<file path="src/rtl/regfile_pkg.sv">
// Shared definitions for the multi-port register file.
//   - default widths and the zero-register option
//   - well-known register indices (REG_ZERO and REG_RA)
//   - a helper function that returns the low bit of port slot i in a flattened port bus
package regfile_pkg;

    localparam int DEF_DATA_W   = 32;
    localparam int DEF_DEPTH    = 32;
    localparam int DEF_ZERO_REG = 1;

    localparam int REG_ZERO = 0;
    localparam int REG_RA   = 31;

    // Returns the low bit of slot `port` in a bus made of `width`-bit slots.
    function automatic int slice_lo(input int port, input int width);
        return port * width;
    endfunction

endpackage

</file>
<file path="src/rtl/regfile_scoreboard.sv">
// Per-register pending scoreboard.
// An issued producer marks its destination pending. A write to a register clears
// that register's bit. If a set and a clear hit the same register in one cycle,
// the set wins, because the newer producer is still outstanding. A flush clears
// every bit and also cancels an issue in the same cycle.
//   clk        : clock
//   reset      : asynchronous active-high reset, clears every bit
//   issue_en_i : set the pending bit of issue_adr_i
//   issue_adr_i: register to mark pending
//   clr_en_i   : per-write-port clear enables
//   clr_adr_i  : per-write-port clear addresses, port j at [j*ADDR_W +: ADDR_W]
//   flush_i    : synchronous clear of all bits
//   pending_o  : current pending vector, one bit per register
module regfile_scoreboard
    import regfile_pkg::*;
#(
    parameter int DEPTH    = DEF_DEPTH,
    parameter int ADDR_W   = $clog2(DEPTH),
    parameter int NW       = 1,
    parameter int ZERO_REG = DEF_ZERO_REG
) (
    input  logic                 clk,
    input  logic                 reset,
    input  logic                 issue_en_i,
    input  logic [ADDR_W-1:0]    issue_adr_i,
    input  logic [NW-1:0]        clr_en_i,
    input  logic [NW*ADDR_W-1:0] clr_adr_i,
    input  logic                 flush_i,
    output logic [DEPTH-1:0]     pending_o
);

    logic [DEPTH-1:0] pending_q;
    logic [DEPTH-1:0] pending_d;
    logic [DEPTH-1:0] set_vec;
    logic [DEPTH-1:0] clr_vec;

    always_comb begin
        set_vec = '0;
        clr_vec = '0;
        // Register 0 is hardwired when ZERO_REG is set, so it never becomes pending.
        if (issue_en_i && !(ZERO_REG != 0 && issue_adr_i == '0)) begin
            set_vec[issue_adr_i] = 1'b1;
        end
        for (int j = 0; j < NW; j++) begin
            if (clr_en_i[j]) begin
                clr_vec[clr_adr_i[slice_lo(j, ADDR_W) +: ADDR_W]] = 1'b1;
            end
        end
        // OR in the set after the clear, so the set wins on the same register.
        pending_d = flush_i ? '0 : (set_vec | (pending_q & ~clr_vec));
    end

    always_ff @(posedge clk or posedge reset) begin
        if (reset) begin
            pending_q <= '0;
        end else begin
            pending_q <= pending_d;
        end
    end

    assign pending_o = pending_q;

endmodule

</file>
<file path="src/rtl/regfile_mp.sv">
// Multi-port register file with write-through forwarding and a pending scoreboard.
// Reads are combinational. For each read port, register 0 reads as 0 when ZERO_REG
// is set. Otherwise a same-cycle write to the read address is forwarded, and the
// highest-numbered write port wins. Otherwise the stored value is returned.
//   clk        : clock
//   reset      : asynchronous active-high reset, clears storage and pending bits
//   rd_adr     : read addresses, port i at [i*ADDR_W +: ADDR_W]
//   rd_data    : read data, port i at [i*DATA_W +: DATA_W]
//   rd_pending : pending flag of the register addressed by each read port
//   wr_en      : write enables, one per write port
//   wr_adr     : write addresses
//   wr_data    : write data
//   issue_en   : mark issue_adr pending from the next cycle
//   issue_adr  : destination register of the issued instruction
//   flush      : clear all pending bits at the next edge
module regfile_mp
    import regfile_pkg::*;
#(
    parameter int DATA_W   = DEF_DATA_W,
    parameter int DEPTH    = DEF_DEPTH,
    parameter int ADDR_W   = $clog2(DEPTH),
    parameter int NR       = 2,
    parameter int NW       = 1,
    parameter int ZERO_REG = DEF_ZERO_REG
) (
    input  logic                 clk,
    input  logic                 reset,
    input  logic [NR*ADDR_W-1:0] rd_adr,
    output logic [NR*DATA_W-1:0] rd_data,
    output logic [NR-1:0]        rd_pending,
    input  logic [NW-1:0]        wr_en,
    input  logic [NW*ADDR_W-1:0] wr_adr,
    input  logic [NW*DATA_W-1:0] wr_data,
    input  logic                 issue_en,
    input  logic [ADDR_W-1:0]    issue_adr,
    input  logic                 flush
);

    logic [DATA_W-1:0] mem_q [DEPTH];
    logic [DATA_W-1:0] mem_d [DEPTH];
    logic [DEPTH-1:0]  pending;

    regfile_scoreboard #(
        .DEPTH    (DEPTH),
        .ADDR_W   (ADDR_W),
        .NW       (NW),
        .ZERO_REG (ZERO_REG)
    ) u_scoreboard (
        .clk         (clk),
        .reset       (reset),
        .issue_en_i  (issue_en),
        .issue_adr_i (issue_adr),
        .clr_en_i    (wr_en),
        .clr_adr_i   (wr_adr),
        .flush_i     (flush),
        .pending_o   (pending)
    );

    // Apply the write ports in ascending order so the higher port wins a shared address.
    always_comb begin
        mem_d = mem_q;
        for (int j = 0; j < NW; j++) begin
            if (wr_en[j] &&
                !(ZERO_REG != 0 && wr_adr[slice_lo(j, ADDR_W) +: ADDR_W] == '0)) begin
                mem_d[wr_adr[slice_lo(j, ADDR_W) +: ADDR_W]] =
                    wr_data[slice_lo(j, DATA_W) +: DATA_W];
            end
        end
    end

    always_ff @(posedge clk or posedge reset) begin
        if (reset) begin
            for (int k = 0; k < DEPTH; k++) begin
                mem_q[k] <= '0;
            end
        end else begin
            mem_q <= mem_d;
        end
    end

    for (genvar i = 0; i < NR; i++) begin : g_rd
        logic [ADDR_W-1:0] rd_a;
        logic [DATA_W-1:0] rd_d;
        logic              fwd_hit;
        logic              issue_hit;

        assign rd_a      = rd_adr[slice_lo(i, ADDR_W) +: ADDR_W];
        assign issue_hit = issue_en && (issue_adr == rd_a);

        always_comb begin
            rd_d    = mem_q[rd_a];
            fwd_hit = 1'b0;
            for (int j = 0; j < NW; j++) begin
                if (wr_en[j] && wr_adr[slice_lo(j, ADDR_W) +: ADDR_W] == rd_a) begin
                    rd_d    = wr_data[slice_lo(j, DATA_W) +: DATA_W];
                    fwd_hit = 1'b1;
                end
            end
            if (ZERO_REG != 0 && rd_a == '0) begin
                rd_d = '0;
            end
        end

        assign rd_data[slice_lo(i, DATA_W) +: DATA_W] = rd_d;
        // A forwarded write already delivers the value. The pending flag drops,
        // unless a new producer is being issued to the same register this cycle.
        assign rd_pending[i] = pending[rd_a] & ~(fwd_hit & ~issue_hit);
    end

endmodule

</file>
<file path="config.mk">
export PLATFORM = sky130hd
export DESIGN_NAME = regfile_mp
export DESIGN_NICKNAME = d
export VERILOG_FILES = /design/src/rtl/regfile_pkg.sv /design/src/rtl/regfile_scoreboard.sv /design/src/rtl/regfile_mp.sv
export SDC_FILE = /design/constraint.sdc
export NUM_CORES = 2
export LEC_CHECK = 0
export CAP_MARGIN = 20
export CORE_MARGIN = 3
export CORE_UTILIZATION = 31
export DETAILED_ROUTE_END_ITERATION = 10
export MAX_ROUTING_LAYER = met4
export SYNTH_ARGS = -nofsm -noshare
export SYNTH_HDL_FRONTEND = slang
export SYNTH_HIERARCHICAL = 1
export SYNTH_SLANG_ARGS = --single-unit
</file>
<file path="constraint.sdc">
create_clock -name clk -period 33.4 [get_ports clk]
set_clock_uncertainty 0.1 [all_clocks]
set_input_delay 3.34 -clock clk [delete_from_list [all_inputs] [get_ports clk]]
set_output_delay 3.34 -clock clk [all_outputs]
set_load 0.02 [all_outputs]
</file>
# Yosys cells after proc, flatten, opt, wreduce, memory -nomap -nowiden
# Cells that the tools add are included.
[word_totals] elab_cells=102 out_inout_bits=66 inputBits=57 reg_bits=1056
[op_classes] n_bitwise=14 n_eq_ne=4 n_lt_le_gt_ge=10 n_mux=26 reduce_logical=15
[ops] operator="$bwmux W1024" n=1
[ops] operator="$mux W32" n=12
[ops] operator="$bmux W32 S5" n=2
[ops] operator="$demux W32 S5" n=1
[ops] operator="$and A32 B32 Y32" n=1
[ops] operator="$not A32 Y32" n=1
[ops] operator="$or A32 B32 Y32" n=1
[ops] operator="$lt A5 B6 Y1 const B" n=4
[ops] operator="$eq A5 B5 Y1" n=4
[ops] operator="$logic_not A5 Y1" n=4
[ops] operator="$ge A6 B6 Y1 const B" n=3
[ops] operator="$not A5 Y6" n=3
[ops] operator="$bmux W1 S5" n=2
[ops] operator="$demux W1 S5" n=2
[ops] operator="$ge A5 B1 Y1 const B" n=2
[ops] operator="$logic_and A1 B1 Y1" n=9
[ops] operator="$lt A6 B1 Y1 const B" n=1
[ops] operator="$mux W1" n=6
[ops] operator="$and A1 B1 Y1" n=4
[ops] operator="$not A1 Y1" n=4
[ops] operator="$logic_not A1 Y1" n=2

# Depth between registers and ports, before layout
[depth] depth_word=9 ltp_mapped=11 mapped_depth_nobuf=6

# Hierarchy
# The synthesis kept the hierarchy.
[by_module_without_submodules] mod="regfile_mp" instances=1 seq_area_each_um2=25624.6 cells_each=3862 area_each_um2=56010.0
[by_module_without_submodules] mod="regfile_scoreboard" instances=1 seq_area_each_um2=800.8 cells_each=159 area_each_um2=1545.2

# Least setup slack after synthesis
# OpenSTA, ideal clock, no wires.
[synth_path] kind="input port to output port" start="input port rd_adr[5]" end="output port rd_pending[1]" required_time_ns=29.960 path_stages=8 setup_slack_ns=24.726 path_buffers=5 t_arrival_ns=5.234 cell_sequence="buf_4 buf_6 buf_6 buf_6 buf_4 xnor2_1 a31oi_1 a2111oi_1"
[synth_via] elab_chain_len=6 word_cells_on_any_way=11 cone_classes="2 x eq/ne; 3 x mux; 4 x bitwise; 2 x reduce/logical"
[synth_rtl] element="start, declared" line_no="regfile_mp.sv:28" source="input logic [NR*ADDR_W-1:0] rd_adr,"
[synth_rtl] element="parallel branches: the longest is 5 deep, another holds $bmux W1 S5"
[synth_rtl] element="$and A1 B1 Y1 *" line_no="regfile_mp.sv:107" source="assign rd_pending[i] = pending[rd_a] & ~(fwd_hit & ~issue_hit);"
[synth_rtl] element="end, declared" line_no="regfile_mp.sv:30" source="output logic [NR-1:0] rd_pending,"
# Every way passes the cells marked *. The select of a mux whose other input is x is not followed.

# Worst setup path after layout
[layout_path] start="input port rd_adr[5]" end="output port rd_data[41]"
[layout_via] elab_chain_len=6 word_cells_on_any_way=9 cone_classes="1 x eq/ne; 5 x mux; 1 x bitwise; 2 x reduce/logical"
[layout_rtl] element="$not A5 Y6 (implied by the code)" line_no="regfile_mp.sv:91" source="rd_d = mem_q[rd_a];"
[layout_rtl] element="$bmux W32 S5" line_no="regfile_mp.sv:91"
[layout_rtl] element="$mux W32 (implied by the code) (2 in series)" line_no="regfile_mp.sv:91"
[layout_rtl] element="$mux W32" line_no="regfile_mp.sv:94" source="if (wr_en[j] && wr_adr[slice_lo(j, ADDR_W) +: ADDR_W] == rd_a) begin"
[layout_rtl] element="$mux W32 *" line_no="regfile_mp.sv:99" source="if (ZERO_REG != 0 && rd_a == '0) begin"
[layout_rtl] element="end, declared" line_no="regfile_mp.sv:29" source="output logic [NR*DATA_W-1:0] rd_data,"
# Every way passes the cells marked *; elsewhere a longest branch is shown, timed or not. The select of a mux whose other input is x is not followed.

==> flow_summary.yaml <==
cts:
  cts_buffers: 110
  cts_hold_buf: 0
  clk_transition_reported_paths_ps: 60
  worstSkewPairLatency_ps: 730
  post_cts_resized: 0
  cts_tree: "built"
  cts_setup_buffers: 0
  clk_path_buf_depth: 3
  root_buffer: "clkbuf_16"
  h-tree-depth: 3
  cts_sinks: 1056
synthesis:
  synthFlopType: "dfrtp_1"
  synth.top_cells.by_count: "dfrtp_1, mux2_2, mux4_2"
  yosysSeqAreaShare_pct: 45.91
  synth_area_leader_cell: "dfrtp_1"
  yosysMostFrequentCell: "dfrtp_1"
  synthSimpleGateAreaFrac_pct: 3.139
  synth_edf_count: 0
  yosys_warnings: 6
  synth_area_leaders: "dfrtp_1, mux2_2, mux4_2"
  avgSynthCellArea_um2: 14.31
  syn_inst: 4021
  synth_top_family_by_area: "multiplexers"
  yosys.area_share.adder_pct: 0
  synth_mux_area_share_pct: 40.97
  synth_area_um2: 57560
  synth_top_area_share_pct: 45.91
  synthArstFlopShare_pct: 100.0
  ys_types: 65
  syn_nets: 4078
  ys_ff_latch: 1056
  synth_compound_area_share_pct: 5.578
  synth_xor_area_share_pct: 0.3043
setup_path:
  cp-start-kind: "input port"
  crit_start: "rd_adr[5]"
  cp_data_arrival_time_ps: 9330
  critical_path_class: "in -> out"
  endpoint_kind: "output pin"
  reg2reg_from: "u_scoreboard/pending_o[1]"
  critPathMaxFanout: 102
  worstPathRequired_ps: 29960
global_route:
  track_usage_pct: 20.95
  grt_max_degree: 171
  antenna_found_initial: 3
  gr-total-overflow: 0
  grt_pass1_wl_um: 286700
  grt_pass1_vias: 38780
pwr:
  powerDensity_nw_per_um2: 58.35
  ir_worst_vdd_v: 0.00004473
  totalPowerFinal_mw: 3.784
  p_leak_nw: 27.29
timing:
  tns_ps: 0
  rsz0062_at_grt: "false"
  maxSlewHeadroom_pct: 13.56
  maxSlewViolCount: 0
  max_freq_ghz: 0.07832
  setup_violations: 0
  hold_viol: 0
  hold_ws_ps: 295.6
  final.min_clock_period_ps: 12770
  tightestPinTransition_ps: 1287
  finalCritPeriodShare_pct: 38.23
drt:
  drc: 0
  num_vias: 38010
  vias_per_cell: 5.834
  drt-initial-drc-count: 3387
  wirelength_um: 197600
  drtPass1Iterations: 7
  post_drt_wl_per_cell_um: 30.32
  antenna_left: 0
run_status:
  outcome: "completed"
die:
  initial_core_util_pct: 31.30
  core_um2: 183900
  dieArea_um2: 190900
  dieWidth_um: 436.9
  std_cell_rows: 157
  die_h_um: 436.9
  io_pins: 123
layout:
  layout.nets: 4010
  syn2layout_area_growth_pct: 12.68
  final_layout_size_suffix_gt1_share_pct: 45.85
flow_run:
  max_cap_violations: 0
place:
  hpwl_um: 113500
  place_congestion: 0.8322
  port_buffers: 122
hold_path:
  hp-class: "reg -> reg"
  hold_path.startpoint: "mem_q[993]"
kinds of logic after synthesis:
group / after synthesis
buffers and inverters: 446
XOR/XNOR: 20
AND/OR/NAND/NOR: 353
multiplexers: 1676
flip-flops: 1056
AO/OA/AOI/OAI: 470
report_power, final:
group / switching, mW / internal, mW / total [mW] / leakage (nW)
Combinational: 0.336 / 0.453 / 0.789 / 11.8
Sequential: 0.171 / 1.52 / 1.69 / 13.6
Clock: 0.558 / 0.751 / 1.31 / 1.87
Total: 1.06 / 2.72 / 3.78 / 27.3
cell usage in the layout (no fill, tap or decap), types with 7 or more instances in the layout:
cell             count
bufinv_16           10
o211ai_1            24
a2111oi_2            8
clkbuf_1            24
o22ai_1             61
o221ai_1             7
nand3b_1            12
a22oi_1             93
o21ai_1             53
clkinv_2            22
a221oi_1            25
a22o_1              12
and2b_1             14
nor3_1              31
clkbuf_16          112
a311oi_1             7
a221o_1             13
a21oi_1             45
dfrtp_1           1056
clkdlybuf4s50_1    112
buf_4              125
nand2b_1            11
nand2_2             12
mux4_2             442
xor2_1              15
mux2i_1            215
nand2_1             66
nor2b_1             45
nor2_1              75
a211oi_1            26
nand3_1             11
clkbuf_8            27
nor2_4              19
mux2_2            1016
o21ai_0             77
cell type report:
| cell class | instances | area (µm²) |
|---|---|---|
| inverters | 5 | 26.28 |
| well taps | 2464 | 3083 |
| fillers | 17690 | 119000 |
| diodes | 3 | 7.507 |
| multi-input cells | 2519 | 29030 |
| clock inverters | 46 | 573.1 |
| flip-flops and latches | 1056 | 26430 |
| clock buffers | 161 | 3237 |
| repair buffers | 261 | 2465 |
per-stage QoR:
step / utilization (%) / worst slack, ps / instances / area (µm²)
global route: 35.27 / 20140 / 6514 / 64850
CTS: 35.17 / 20480 / 6503 / 64670
finish: 35.27 / 20630 / 6515 / 64850
detailed placement: 33.10 / 20480 / 6296 / 60860
floorplan: - / 1144 / 4021 / 57560
global placement: 33.07 / 20410 / 6294 / 60810
worst paths after layout:
kind,to,slack (ps),cells after the start
max in group asynchronous,mem_q[655],26280,7
hold / removal,mem_q[993],300,0
setup reg to reg,u_scoreboard/pending_o[1],32370,3
setup / recovery,rd_data[41],20630,11
hold reg to reg,mem_q[993],300,0
min in group asynchronous,mem_q[487],3030,2
worst max-delay path, stage by stage:
cell and delay, ps:
buf_8 440, buf_12 700, buf_4 870, buf_4 850, buf_4 750, mux4_2 350
mux2i_1 70, o22ai_1 190, a211oi_1 120, nor3_1 780, clkdlybuf4s50_1 760
registers in the layout, summed over array words and instances (netlist names):
| name | count |
|---|---|
| u_scoreboard/pending_o | 32 |
| mem_q | 1024 |
per-layer routing:
layer	track usage (%)	wire length [µm]	vias up
li1	-	-	15340
met1	26.35	80490	20650
met2	33.51	95100	1551
met3	3.012	11850	466
met4	9.598	10100	0
met5	-	0	-
Power figures use the tool's default switching activity.
